File: src/rtl/video_fx_pkg.sv
// Shared types and constants for the scanline effect block.
// Ports: none (package only).
// Provides the scanline mode encoding and the per-channel colour width.
package video_fx_pkg;

  localparam int COLOR_W = 8;

  // Scanline dimming strength; the encoding matches the sl_mode input pins.
  typedef enum logic [1:0] {
    SL_OFF = 2'd0,
    SL_25  = 2'd1,
    SL_50  = 2'd2,
    SL_75  = 2'd3
  } sl_mode_t;

endpackage

File: src/rtl/video_dim.sv
// Combinational single-channel scanline dimmer.
// Ports: x_i colour in, mode_i dimming strength, en_i dim this pixel, y_o colour out.
// Zero latency, no flow control; the result is always smaller than or equal to x_i.
module video_dim
  import video_fx_pkg::*;
(
  input  logic [COLOR_W-1:0] x_i,
  input  logic [1:0]         mode_i,
  input  logic               en_i,
  output logic [COLOR_W-1:0] y_o
);

  always_comb begin
    y_o = x_i;
    if (en_i) begin
      case (sl_mode_t'(mode_i))
        SL_25:   y_o = x_i - (x_i >> 2);  // keeps 75 %, cannot underflow
        SL_50:   y_o = x_i >> 1;
        SL_75:   y_o = x_i >> 2;
        default: y_o = x_i;
      endcase
    end
  end

endmodule

File: src/rtl/video_scanline_fx.sv
// Post-mixer CRT scanline effect: dims alternate active lines and counts active lines per frame.
// Ports: CLK_VIDEO/reset_n, ce_pix pixel enable, sl_mode/sl_phase controls, r/g/b/hs/vs/de_in pixel
//        stream in; CE_PIXEL, VGA_R/G/B/HS/VS/DE pixel stream out (1 ce_pix later), frame_lines status.
module video_scanline_fx
  import video_fx_pkg::*;
#(
  parameter int LINE_W = 12
) (
  input  logic               CLK_VIDEO,
  input  logic               reset_n,
  input  logic               ce_pix,
  input  logic [1:0]         sl_mode,
  input  logic               sl_phase,
  input  logic [COLOR_W-1:0] r_in,
  input  logic [COLOR_W-1:0] g_in,
  input  logic [COLOR_W-1:0] b_in,
  input  logic               hs_in,
  input  logic               vs_in,
  input  logic               de_in,
  output logic               CE_PIXEL,
  output logic [COLOR_W-1:0] VGA_R,
  output logic [COLOR_W-1:0] VGA_G,
  output logic [COLOR_W-1:0] VGA_B,
  output logic               VGA_HS,
  output logic               VGA_VS,
  output logic               VGA_DE,
  output logic [LINE_W-1:0]  frame_lines
);

  localparam logic [LINE_W-1:0] LINE_MAX = '1;

  logic               ce_q;
  logic [COLOR_W-1:0] r_q, g_q, b_q;
  logic               hs_q, vs_q, de_q;
  logic               vs_prev_q, de_prev_q;
  logic [LINE_W-1:0]  line_cnt_q, line_cnt_d;
  logic [LINE_W-1:0]  frame_lines_q, frame_lines_d;
  logic [1:0]         mode_l_q, mode_l_d;
  logic               phase_l_q, phase_l_d;

  logic               vs_rise, de_fall, dim_en;
  logic [LINE_W-1:0]  line_inc;
  logic [COLOR_W-1:0] r_dim, g_dim, b_dim;

  always_comb begin
    vs_rise  = vs_in & ~vs_prev_q;
    de_fall  = ~de_in & de_prev_q;
    line_inc = (line_cnt_q == LINE_MAX) ? line_cnt_q : line_cnt_q + 1'b1;

    line_cnt_d    = line_cnt_q;
    frame_lines_d = frame_lines_q;
    mode_l_d      = mode_l_q;
    phase_l_d     = phase_l_q;

    if (vs_rise) begin
      // A line ending on the very sample where vsync rises still belongs
      // to the frame being closed, so it is folded into the reported count.
      frame_lines_d = de_fall ? line_inc : line_cnt_q;
      line_cnt_d    = '0;
      mode_l_d      = sl_mode;
      phase_l_d     = sl_phase;
    end else if (de_fall) begin
      line_cnt_d = line_inc;
    end

    // phase 0 dims odd lines (1,3,..), phase 1 dims even lines (0,2,..).
    // Blanking is never touched so the mixer's black passes through.
    dim_en = de_in & (line_cnt_q[0] ^ phase_l_q);
  end

  video_dim u_dim_r (.x_i(r_in), .mode_i(mode_l_q), .en_i(dim_en), .y_o(r_dim));
  video_dim u_dim_g (.x_i(g_in), .mode_i(mode_l_q), .en_i(dim_en), .y_o(g_dim));
  video_dim u_dim_b (.x_i(b_in), .mode_i(mode_l_q), .en_i(dim_en), .y_o(b_dim));

  always_ff @(posedge CLK_VIDEO) begin
    if (!reset_n) begin
      ce_q          <= 1'b0;
      r_q           <= '0;
      g_q           <= '0;
      b_q           <= '0;
      hs_q          <= 1'b0;
      vs_q          <= 1'b0;
      de_q          <= 1'b0;
      vs_prev_q     <= 1'b0;
      de_prev_q     <= 1'b0;
      line_cnt_q    <= '0;
      frame_lines_q <= '0;
      mode_l_q      <= 2'd0;
      phase_l_q     <= 1'b0;
    end else begin
      ce_q <= ce_pix;
      if (ce_pix) begin
        // Colour and sync load together so they can never skew.
        r_q           <= r_dim;
        g_q           <= g_dim;
        b_q           <= b_dim;
        hs_q          <= hs_in;
        vs_q          <= vs_in;
        de_q          <= de_in;
        vs_prev_q     <= vs_in;
        de_prev_q     <= de_in;
        line_cnt_q    <= line_cnt_d;
        frame_lines_q <= frame_lines_d;
        mode_l_q      <= mode_l_d;
        phase_l_q     <= phase_l_d;
      end
    end
  end

  assign CE_PIXEL    = ce_q;
  assign VGA_R       = r_q;
  assign VGA_G       = g_q;
  assign VGA_B       = b_q;
  assign VGA_HS      = hs_q;
  assign VGA_VS      = vs_q;
  assign VGA_DE      = de_q;
  assign frame_lines = frame_lines_q;

endmodule

File: config.mk
export PLATFORM = sky130hd
export DESIGN_NAME = video_scanline_fx
export DESIGN_NICKNAME = d
export VERILOG_FILES = /design/src/rtl/video_fx_pkg.sv /design/src/rtl/video_dim.sv /design/src/rtl/video_scanline_fx.sv
export SDC_FILE = /design/constraint.sdc
export NUM_CORES = 1
export LEC_CHECK = 0
export ABC_AREA = 1
export CAP_MARGIN = 5
export CORE_UTILIZATION = 50
export CTS_CLUSTER_DIAMETER = 200
export CTS_CLUSTER_SIZE = 24
export DETAILED_ROUTE_END_ITERATION = 16
export PLACE_DENSITY = 0.77
export SLEW_MARGIN = 25
export SYNTH_ARGS = -nofsm -noshare
export SYNTH_HDL_FRONTEND = slang
export SYNTH_SLANG_ARGS = --single-unit
File: constraint.sdc
create_clock -name CLK_VIDEO -period 3.8 [get_ports CLK_VIDEO]
set_clock_uncertainty 0.05 [all_clocks]
set_input_delay 0.57 -clock CLK_VIDEO [delete_from_list [all_inputs] [get_ports CLK_VIDEO]]
set_output_delay 0.57 -clock CLK_VIDEO [all_outputs]
set_load 0.05 [all_outputs]
==> metrics.md <==
| Metric | Value |
|---|---|
| Status | finished clean |
| WL per Instance | ~14 microns |
| Worst-Skew Late Latency | 310 ps |
| Post-CTS Setup Inserts | 0 |
| Psw | 0.506 mW |
| Synth area leaders | dfxtp_1 29%, nand2_1 18%, a21oi_1 9.0% |
| Final wirelength | between 10 and 15 mm |
| Most common library cells after synthesis | 180 x nand2_1, 73 x inv_1, 68 x a21oi_1, 55 x dfxtp_1, 53 x nor2_1 |
| Post-layout util | 0.641 |
| DRT antenna net count | 0 |
| PD cells | ~300 nW/um^2 |
| CP Cell Sequence | clkdlybuf4s50_1, inv_1, ha_1, nand2_1, nor2_1, nand2_1, nand3_1, nand2_1, nand2_1, nand2_1, nand2_1, nand2_1, a21oi_1 |
| Mapped Cells | a little over 600 |
| Type of the most critical hold path | flip-flop to flip-flop |
| Sequential area share after synthesis | 0.290 |
| DIE AREA | roughly 8000 sq um |
| DRC violations left | 0 |
| CTS HTree Levels | 2 |
| Slew @ Worst Pin | about 560 ps |
| Final std cells w/o fill | 771 |
| CTS Buffer Depth | 2 |
| Async set or reset register ratio after synthesis | 0 |
| CP bufs+invs | 2 |
| Core area | roughly 7300 sq um |
| Max transition margin | 0.622 |
| Worst VDD drop | roughly 0.15 mV |
| TritonRoute pass-1 iters | 5 |
| HPWL after DPL | 8.07 mm |
| Final Hold Vio Count | 0 |
| TNS Setup | 0 ps |
| Worst r2r dst | VGA_R[2] |
| Place WS | 1280 ps |
| EDFF count, synth | 0 |
| Initial antenna violation count | 0 |
| Switching Share | 0.361 |
| Fill cell count | roughly 700 |
| Syn_nets | 660 |
| All-Layer GR Usage | 0.282 |
| Startpoint types | input pin |
| Area of the mapped netlist | between 3000 and 4000 sq um |
| Die width | a little under 90 microns |
| # clock sinks | 55 |
| Internal power | 0.896 mW |
| GP Congestion | about 0.95 |
| Placed cell areas | between 4000 and 5000 sq um |
| Hold WS | 423 ps |
| Fmax | 0.449 GHz |
| Post-CTS Resized | 0 |
| Layout area overhead | 23.0% |
| RSZ-0062 raised after global routing | no |
| Final instance area | roughly 4700 sq um |
| Final worst slack | about 1600 ps |
| R2R cell count | 8 |
| Crit path kind | input pin to flip-flop |
| Worst endpoint required time | between 3000 and 4000 ps |
| Die height | roughly 90 microns |
| CTS tree | done |
| Pin count of the biggest net entering global routing | 27 |
| IO Port Bufs | 72 |
| Vias | approximately 4,200 |
| CTS buffer count | 5 |
| Worst path most repeated cell | nand2_1 |
| Top delay family on crit path | simple AND/OR/NAND/NOR gates |
| Primary FF master, synth | dfxtp_1 |
| Register-to-register setup slack | 1990 ps |
| Placed insts | around 760 |
| Slew Viols, Final | 0 |
| Hold Path Sink | VGA_R[7] |
| Yosys cell types | 35 |
| Leak | about 2.1 nW |
| Vias in the first global route | approximately 3,800 |
| GRT Residual Overflow | 0 |
| First-pass GRT wire length | 17.5 mm |
| Synth top area share | 0.290 |
| DR iter-0 viols | 334 |
| Hold Path Cell Cnt | 2 |
| Via/cell ratio | about 5.5 |
| Power Total | roughly 1.4 mW |
| Slowest CP cell | clkdlybuf4s50_1 |
| Max-cap viol count | 0 |
| Post-synth top area cell | dfxtp_1 |
| Reg2reg start | mode_l_q[0] |
| Most frequent cell after synthesis | nand2_1 |
| # IOs | 73 |
| Hold Crit Start | VGA_R[7] |
| CP max FO | 5 |
| Max incr delay on CP | ~550 ps |
| CTS root buf | clkbuf_8 |
| Post-CTS Hold Buffers | 0 |
| Flop pwr share | 0.447 |
| Synth Register Bits | 55 |
| Worst setup EP type | flip-flop |
| Clk pwr share | 0.238 |
| Ys Warns | 0 |
| # rows | 31 |
| Crit path time final | 2230 ps |
| Clock transition at path regs | 100 ps |
| Layout Nets | ~730 |
| Initial Util | 0.521 |
| Antenna Cells | 0 |
| Syn Area/Cell | around 6.3 sq um |
| Power share of the combinational group | 0.315 |
| Share of cells above drive strength 1 | 0.0521 |
| Final Cycle Share | 0.586 |
| Critical path data arrival time | 2420 ps |
| Final setup violation count | 0 |
## flip-flops by register name, indices dropped and copies added (netlist names)
register / flops
frame_lines: 12
line_cnt_q: 12
VGA_B: 8
VGA_G: 8
VGA_R: 8
mode_l_q: 2
CE_PIXEL: 1
VGA_HS: 1
de_prev_q: 1
phase_l_q: 1
vs_prev_q: 1
## cells in the final DEF (no fill, tap or decap), types with 8 or more instances in the layout
master / count
nand3_1: 39
nand2_1: 180
nor2_1: 53
clkdlybuf4s50_1: 72
ha_1: 19
o21ai_0: 28
o21ai_1: 13
nand4_1: 9
o221ai_1: 8
a21oi_1: 68
inv_1: 73
dfxtp_1: 55
o22ai_1: 9
## kinds of logic after synthesis
logic type | after synthesis | share of synthesized area
XOR/XNOR | 1 | 0.00231
flip-flops | 55 | 0.290
buffers and inverters | 97 | 0.106
adder cells (fa/ha/maj) | 22 | 0.0784
AO/OA/AOI/OAI | 133 | 0.193
AND/OR/NAND/NOR | 297 | 0.331
## worst min-delay path, cell delays in order, from the launching register on
cell	delay, ps
dfxtp_1	320
nand2_1	60
a21oi_1	60
## worst max-delay path by stage
stage / to / depth (start not counted) / from / slack (ps)
global route: VGA_B[7] / 13 / b_in[6] / 1400
floorplan: VGA_B[4] / 11 / b_in[0] / 1970
detailed placement: VGA_R[4] / 11 / r_in[2] / 1280
global placement: mode_l_q[0] / 7 / ce_pix / 1320
finish: VGA_B[7] / 13 / b_in[6] / 1570
CTS: VGA_B[7] / 13 / b_in[6] / 1610
## layout make-up
class                      instances  area (sq um)  share of cell area
clock buffer                       6          72.6              0.0155
clock inverter                     2          17.5             0.00375
inverter                          77           292              0.0624
multi-input combinational        453          2290               0.491
sequential                        55          1100               0.236
tap                               99           124              0.0265
timing repair buffer              79           773               0.165
## power groups by stage
stage          logic, mW  clock network [mW]  registers [mW]
6_report           0.442               0.333           0.627
5_1_grt            0.483               0.358           0.630
3_5_place_dp       0.437                   0           0.640
4_1_cts            0.439               0.339           0.627
3_3_place_gp       0.431                   0           0.639
2_1_floorplan      0.200                   0           0.728
## per-layer routing
metal  vias up  track usage  wire length [microns]
li1       2109            -                      -
met2       190        0.481                   5100
met4         0        0.115                    246
met5         -            0                      0
met3        27       0.0489                    739
met1      1913        0.354                   4660
Note: power is estimated with default switching activity, not from simulation.
